### config.mk
export PLATFORM = sky130hd
export DESIGN_NAME = rx_unit_deserializer_flat
export DESIGN_NICKNAME = d
export VERILOG_FILES = /design/src/rtl/rx_unit_deserializer_if.sv /design/src/rtl/rx_unit_deserializer.sv /design/src/flat_wrapper.sv
export SDC_FILE = /design/constraint.sdc
export NUM_CORES = 1
export LEC_CHECK = 0
export BUFFER_PORTS_ARGS = -buffer_cell sky130_fd_sc_hd__buf_2
export CORE_ASPECT_RATIO = 1.2
export CORE_MARGIN = 1.5
export CORE_UTILIZATION = 60
export CTS_CLUSTER_SIZE = 14
export DETAILED_ROUTE_END_ITERATION = 6
export PLACE_DENSITY = 0.77
export SYNTH_ARGS = -nofsm -noshare
export SYNTH_HDL_FRONTEND = slang
export SYNTH_SLANG_ARGS = --single-unit
### constraint.sdc
create_clock -name baud_clk -period 6.6 [get_ports baud_clk]
set_input_delay 0.99 -clock baud_clk [delete_from_list [all_inputs] [get_ports baud_clk]]
set_output_delay 0.99 -clock baud_clk [all_outputs]
set_load 0.1 [all_outputs]
### src/rtl/rx_unit_deserializer_if.sv
// Bus bundle between the Rx deserializer and its environment (Tx serial line, APB decoder).
// Master drives the serial line and read strobe; slave is the deserializer itself.
interface rx_unit_deserializer_if;
    logic       serial_in;
    logic       parity_sel;
    logic       read;
    logic       Rx_ready;
    logic [7:0] data_out;
    logic       parity_err;
    logic       rd_err;
    logic       frame_err;
    logic       overrun;
    logic       PREADY_R;
    logic       RxFE;
    logic       RxFF;

    modport master (
        output serial_in, parity_sel, read,
        input  Rx_ready, data_out, parity_err, rd_err, frame_err, overrun,
               PREADY_R, RxFE, RxFF
    );

    modport slave (
        input  serial_in, parity_sel, read,
        output Rx_ready, data_out, parity_err, rd_err, frame_err, overrun,
               PREADY_R, RxFE, RxFF
    );
endinterface

### src/rtl/rx_unit_deserializer.sv
// Serial frame receiver: start, 8 data bits LSB first, parity, stop; one bit per baud_clk.
// Received bytes plus parity-error flag are queued in a FIFO and popped by APB reads.
module rx_unit_deserializer #(
    parameter int FIFO_WIDTH_R = 9,
    parameter int FIFO_DEPTH_R = 16
) (
    input  logic                    baud_clk,
    input  logic                    rst,
    rx_unit_deserializer_if.slave   bus
);

    localparam int PTR_W = $clog2(FIFO_DEPTH_R);
    localparam int CNT_W = $clog2(FIFO_DEPTH_R + 1);
    localparam logic [CNT_W-1:0] FULL_CNT = CNT_W'(FIFO_DEPTH_R);

    typedef enum logic [1:0] {
        S_IDLE,
        S_DATA,
        S_PARITY,
        S_STOP
    } state_t;

    state_t                 r_state;
    state_t                 w_state_nxt;
    logic [7:0]             r_shreg;
    logic [7:0]             w_shreg_nxt;
    logic [2:0]             r_bit_cnt;
    logic [2:0]             w_bit_cnt_nxt;
    logic                   r_perr;
    logic                   w_perr_nxt;
    logic                   w_stop_ok;
    logic                   w_stop_bad;

    logic [FIFO_WIDTH_R-1:0] r_mem [FIFO_DEPTH_R];
    logic [PTR_W-1:0]       r_wr_ptr;
    logic [PTR_W-1:0]       r_rd_ptr;
    logic [CNT_W-1:0]       r_count;
    logic [FIFO_WIDTH_R-1:0] w_wdata;
    logic                   w_empty;
    logic                   w_full;
    logic                   w_pop;
    logic                   w_push;
    logic                   w_overrun;

    logic                   r_rx_ready;
    logic [7:0]             r_data_out;
    logic                   r_parity_err;
    logic                   r_rd_err;
    logic                   r_frame_err;
    logic                   r_overrun;
    logic                   r_pready;

    always_ff @(posedge baud_clk) begin
        if (rst) begin
            r_state   <= S_IDLE;
            r_shreg   <= '0;
            r_bit_cnt <= '0;
            r_perr    <= 1'b0;
        end else begin
            r_state   <= w_state_nxt;
            r_shreg   <= w_shreg_nxt;
            r_bit_cnt <= w_bit_cnt_nxt;
            r_perr    <= w_perr_nxt;
        end
    end

    always_comb begin
        w_state_nxt   = r_state;
        w_shreg_nxt   = r_shreg;
        w_bit_cnt_nxt = r_bit_cnt;
        w_perr_nxt    = r_perr;
        w_stop_ok     = 1'b0;
        w_stop_bad    = 1'b0;
        case (r_state)
            S_IDLE: begin
                if (!bus.serial_in) begin
                    w_state_nxt   = S_DATA;
                    w_bit_cnt_nxt = '0;
                end
            end
            S_DATA: begin
                w_shreg_nxt   = {bus.serial_in, r_shreg[7:1]};
                w_bit_cnt_nxt = r_bit_cnt + 3'd1;
                if (r_bit_cnt == 3'd7) begin
                    w_state_nxt = S_PARITY;
                end
            end
            S_PARITY: begin
                // Nonzero whenever data+parity ones count mismatches the selected sense.
                w_perr_nxt  = bus.serial_in ^ (^r_shreg) ^ bus.parity_sel;
                w_state_nxt = S_STOP;
            end
            S_STOP: begin
                if (bus.serial_in) begin
                    w_stop_ok = 1'b1;
                end else begin
                    w_stop_bad = 1'b1;
                end
                w_state_nxt = S_IDLE;
            end
            default: w_state_nxt = S_IDLE;
        endcase
    end

    assign w_empty   = (r_count == '0);
    assign w_full    = (r_count == FULL_CNT);
    assign w_pop     = bus.read && !w_empty;
    // A pop in the same cycle frees the slot, so a full FIFO still accepts the frame.
    assign w_push    = w_stop_ok && (!w_full || w_pop);
    assign w_overrun = w_stop_ok && w_full && !w_pop;
    assign w_wdata   = FIFO_WIDTH_R'({r_perr, r_shreg});

    always_ff @(posedge baud_clk) begin
        if (w_push) begin
            r_mem[r_wr_ptr] <= w_wdata;
        end
    end

    always_ff @(posedge baud_clk) begin
        if (rst) begin
            r_wr_ptr <= '0;
            r_rd_ptr <= '0;
            r_count  <= '0;
        end else begin
            if (w_push) begin
                r_wr_ptr <= r_wr_ptr + PTR_W'(1);
            end
            if (w_pop) begin
                r_rd_ptr <= r_rd_ptr + PTR_W'(1);
            end
            if (w_push && !w_pop) begin
                r_count <= r_count + CNT_W'(1);
            end else if (w_pop && !w_push) begin
                r_count <= r_count - CNT_W'(1);
            end
        end
    end

    always_ff @(posedge baud_clk) begin
        if (rst) begin
            r_rx_ready   <= 1'b1;
            r_data_out   <= '0;
            r_parity_err <= 1'b0;
            r_rd_err     <= 1'b0;
            r_frame_err  <= 1'b0;
            r_overrun    <= 1'b0;
            r_pready     <= 1'b0;
        end else begin
            r_rx_ready  <= !w_full;
            r_frame_err <= w_stop_bad;
            r_overrun   <= w_overrun;
            r_pready    <= bus.read;
            r_rd_err    <= bus.read && w_empty;
            if (w_pop) begin
                r_data_out   <= r_mem[r_rd_ptr][7:0];
                r_parity_err <= r_mem[r_rd_ptr][8];
            end else if (bus.read) begin
                r_data_out   <= '0;
                r_parity_err <= 1'b0;
            end
        end
    end

    assign bus.Rx_ready   = r_rx_ready;
    assign bus.data_out   = r_data_out;
    assign bus.parity_err = r_parity_err;
    assign bus.rd_err     = r_rd_err;
    assign bus.frame_err  = r_frame_err;
    assign bus.overrun    = r_overrun;
    assign bus.PREADY_R   = r_pready;
    assign bus.RxFE       = w_empty;
    assign bus.RxFF       = w_full;

endmodule

### src/flat_wrapper.sv
// flat-port wrapper written by rule: the top's interface ports become plain ports
module rx_unit_deserializer_flat 
#(
    parameter int FIFO_WIDTH_R = 9,
    parameter int FIFO_DEPTH_R = 16
)
  (baud_clk, rst, bus_serial_in, bus_parity_sel, bus_read, bus_Rx_ready, bus_data_out, bus_parity_err, bus_rd_err, bus_frame_err, bus_overrun, bus_PREADY_R, bus_RxFE, bus_RxFF);
  rx_unit_deserializer_if bus_i ();
  input  logic baud_clk;
  input  logic rst;
  input wire logic [$bits(bus_i.serial_in)-1:0] bus_serial_in;
  input wire logic [$bits(bus_i.parity_sel)-1:0] bus_parity_sel;
  input wire logic [$bits(bus_i.read)-1:0] bus_read;
  output wire logic [$bits(bus_i.Rx_ready)-1:0] bus_Rx_ready;
  output wire logic [$bits(bus_i.data_out)-1:0] bus_data_out;
  output wire logic [$bits(bus_i.parity_err)-1:0] bus_parity_err;
  output wire logic [$bits(bus_i.rd_err)-1:0] bus_rd_err;
  output wire logic [$bits(bus_i.frame_err)-1:0] bus_frame_err;
  output wire logic [$bits(bus_i.overrun)-1:0] bus_overrun;
  output wire logic [$bits(bus_i.PREADY_R)-1:0] bus_PREADY_R;
  output wire logic [$bits(bus_i.RxFE)-1:0] bus_RxFE;
  output wire logic [$bits(bus_i.RxFF)-1:0] bus_RxFF;
  assign bus_i.serial_in = bus_serial_in;
  assign bus_i.parity_sel = bus_parity_sel;
  assign bus_i.read = bus_read;
  assign bus_Rx_ready = bus_i.Rx_ready;
  assign bus_data_out = bus_i.data_out;
  assign bus_parity_err = bus_i.parity_err;
  assign bus_rd_err = bus_i.rd_err;
  assign bus_frame_err = bus_i.frame_err;
  assign bus_overrun = bus_i.overrun;
  assign bus_PREADY_R = bus_i.PREADY_R;
  assign bus_RxFE = bus_i.RxFE;
  assign bus_RxFF = bus_i.RxFF;
  rx_unit_deserializer #(.FIFO_WIDTH_R(FIFO_WIDTH_R), .FIFO_DEPTH_R(FIFO_DEPTH_R)) u_core (.baud_clk(baud_clk), .rst(rst), .bus(bus_i));
endmodule
==> summary.txt <==
Die height = 125 µm
WHS Endpoint = u_core.bus.parity_err$_SDFFE_PP0P_
Total wire length = 13.4 mm
Crit. End Element = register
LEAKAGE = 0.00282 µW
FP Rows = 44
Post-route ant nets = 0
Die area = 0.0130 mm²
Max-Slew Margin vs Limit = 26.2%
CTS buffer count = 17
Die width = 104 µm
Worst hold path class = reg2reg
Dominant synthesized flop cell = edfxtp_1
Ports = 21
Startpoint class of the critical path = input pin
Sequential share of the synthesized area = 70.5%
Most frequent cell after synthesis = edfxtp_1
Final Hold Vio Count = 0
Residual DRC = 0
Reg2Reg Depth = 11
Setup bufs post-CTS = 0
Top cell type's share of synthesized area = 58.4%
Clock transition at the registers of the reported paths = 0.07 ns
Placed cell area = 0.00765 mm²
Peak supply drop = 0.000305 V
Syn_nets = 448
Vias per std cell = 5.91
Gpl congestion = 0.752
Drt first pass iters = 5
Clock sinks = 189
Fin worst setup slack = 3.65 ns
# fillers = 776
Crit path top cell by count = a21oi_1
Synthesized area = 0.00741 mm²
Share of synthesized registers carrying an async set or reset = 0%
Fmax = 339 MHz
Routed length per placed instance = 21.5 µm
Post-route setup TNS = 0 ns
Buffers added on ports = 20
Crit Path Category = in2reg
Max_cap viols = 0
Nets@finish = 473
CTS H-tree depth = 4
Synth Register Bits = 189
Design Area, Final = 0.00824 mm²
Post-synth EDFFs = 144
First-pass GRT wire length = 21.1 mm
Starting density of the core = 61.4%
Hold_buf cts = 0
Crit path max fanout = 9
Total grt overflow = 0
Core ar. = 0.0121 mm²
Worst-case clock buffer depth = 2
Post-CTS sizing = 0
# diodes = 0
Pre-CTS WS = 3.19 ns
Distinct cells, synth = 37
Pin count of the biggest net entering global routing = 37
Outcome = complete, no violations
Pwr dens = 363 mW/mm²
Worst slew pin tran = 1.11 ns
GR Util All Layers = 22.5%
Multi-input gate area = 0.00205 mm²
Cells after Synth = 427
Cell family with most CP delay = compound AO/OA/AOI/OAI gates
CTS tree = done
Routed vias = 3697
Area delta synth->final = 11.2%
Buf+Inv Stages, Crit Path = 2
Hpwl dp = 8.17 mm
Beginning of the worst hold path = u_core.bus.parity_err$_SDFFE_PP0P_
Vias in the first global route = 3891
Synth area leaders = edfxtp_1 (58%), dfxtp_1 (12%), mux4_2 (11%), mux2i_1 (3.8%), ha_1 (2.5%)
Unrepaired setup endpoints after global routing = no
FF+latch area = 0.00523 mm²
WHS Path Cells = 1
Slowest stage delay, CP = 0.42 ns
WHS = 0.449 ns
Slowest stage cell, crit path = fa_1
Data required time of the worst path = 6.95 ns
Synth top cells by count = edfxtp_1 (144), dfxtp_1 (45), nor2_1 (43), mux4_2 (36), mux2i_1 (28)
Initial antenna violation count = 0
Period utilisation layout = 44.7%
Worst skew pair latency = 0.43 ns
Worst R2R Start = u_core.r_count[0]$_SDFFE_PP0P_
Ys Warns = 0
R2r setup slk = 3.66 ns
CP cell instances = buf_2 -> nand2_1 -> a31oi_2 -> ha_1 -> inv_1 -> fa_1 -> a21o_1 -> a21oi_1 -> xnor2_1 -> or3_1 -> a21oi_1
CTS Root Cell = clkbuf_16
Syn avg cell area = 17.3 µm²
DRT iter0 DRCs = 243
Final setup fails = 0
Clk_skew = 0.00934 ns
Layout cell share with drive strength beyond 1 = 21.7%
Final Max Tran Viols = 0
Critical path arrival = 3.30 ns
Critical R2R Capture = u_core.r_count[4]$_SDFFE_PP0P_
Fin crit period = 2.95 ns
Synth area leader = edfxtp_1
-- through the flow --
step                      power (µW)  std cells  utilization (%)
after floorplan                 1940        427                -
after global placement          2030        594             63.5
after detailed placement        2040        594             63.5
after CTS                       3010        626             68.3
after global routing            3100        626             68.3
final                           2990        626             68.3
-- final cells by class --
cell class                      count  area share (%)
Clock inverter                     10           0.942
Clock buffer                       22            6.15
Multi-Input combinational cell    211            24.9
Timing Repair Buffer               25            1.67
Tap cell                          161            2.45
Sequential cell                   189            63.5
Inverter                            8           0.380
-- flip-flops by register name, indices dropped and copies added (netlist names), named ones only --
register	count
u_core.bus.frame_err	1
u_core.bus.data_out	8
u_core.r_shreg	8
u_core.r_count	5
u_core.r_rd_ptr	4
u_core.bus.rd_err	1
u_core.bus.parity_err	1
u_core.r_mem	144
u_core.bus.Rx_ready	1
u_core.bus.overrun	1
u_core.r_wr_ptr	4
u_core.r_perr	1
u_core.r_bit_cnt	3
u_core.r_state	2
u_core.bus.PREADY_R	1
-- how the worst max path moves through the flow --
stage / start / endpoint / slack, ns / cells past startpoint
6_report: bus_serial_in / u_core.r_count[4]$_SDFFE_PP0P_ / 3.65 / 11
2_1_floorplan: u_core.r_count[0]$_SDFFE_PP0P_ / bus_RxFE / 3.44 / 2
3_3_place_gp: bus_serial_in / u_core.r_count[4]$_SDFFE_PP0P_ / 3.30 / 11
5_1_grt: bus_read / u_core.r_count[4]$_SDFFE_PP0P_ / 3.47 / 11
3_5_place_dp: bus_serial_in / u_core.r_count[4]$_SDFFE_PP0P_ / 3.19 / 11
4_1_cts: u_core.r_count[0]$_SDFFE_PP0P_ / bus_RxFF / 3.62 / 4
-- metal layers --
| layer | track usage (%) | vias up | part of all wire [%] |
|---|---|---|---|
| li1 | - | 1701 | - |
| met1 | 27.0 | 1867 | 40 |
| met2 | 39.3 | 104 | 53 |
| met3 | 4.92 | 25 | 4.5 |
| met4 | 8.99 | 0 | 2.4 |
| met5 | 0 | - | 0 |
-- power by group --
| group | switching, µW | internal (µW) |
|---|---|---|
| logic | 349 | 223 |
| clock network | 427 | 550 |
| registers | 106 | 1330 |
| total | 882 | 2110 |
-- cells in the final DEF (no fill, tap or decap), types with 2 or more instances in the layout --
cell,count
mux4_2,36
clkbuf_16,19
xnor2_1,14
dfxtp_2,2
clkbuf_8,2
dfxtp_1,43
o22ai_1,9
nor4_1,3
o21ai_0,2
nand2_1,14
a32oi_1,2
ha_1,15
mux2i_1,28
a21oi_1,8
clkinvlp_4,3
nand4_1,2
nor3_1,4
xor2_1,5
buf_2,20
buf_4,5
clkinv_4,4
nand2b_1,3
inv_1,7
clkinv_2,2
edfxtp_1,144
nor2_1,43
a21o_1,11
-- worst reg2reg max path, delay by kind of cell, from the launching register on --
family	cells	cell delay, ns
AOI/OAI and AO/OA	4	0.77
adders and majority gates	2	0.59
buffers and inverters	2	0.16
DFF	1	0.37
xor gates and xnor gates	1	0.09
and+or+nand+nor	2	0.88
-- logic make-up (layout without fill, tap and decap cells) --
kind of cell	after synthesis	in the layout	share of synthesized area (%)
adder cells (fa/ha/maj)	16	16	2.80
flip-flops	189	189	70.5
multiplexers	64	64	14.7
AO/OA/AOI/OAI	36	36	3.38
buffers and inverters	27	65	1.72
XOR/XNOR	19	19	2.25
AND/OR/NAND/NOR	76	76	4.58
(Power assumes the default switching activity.)
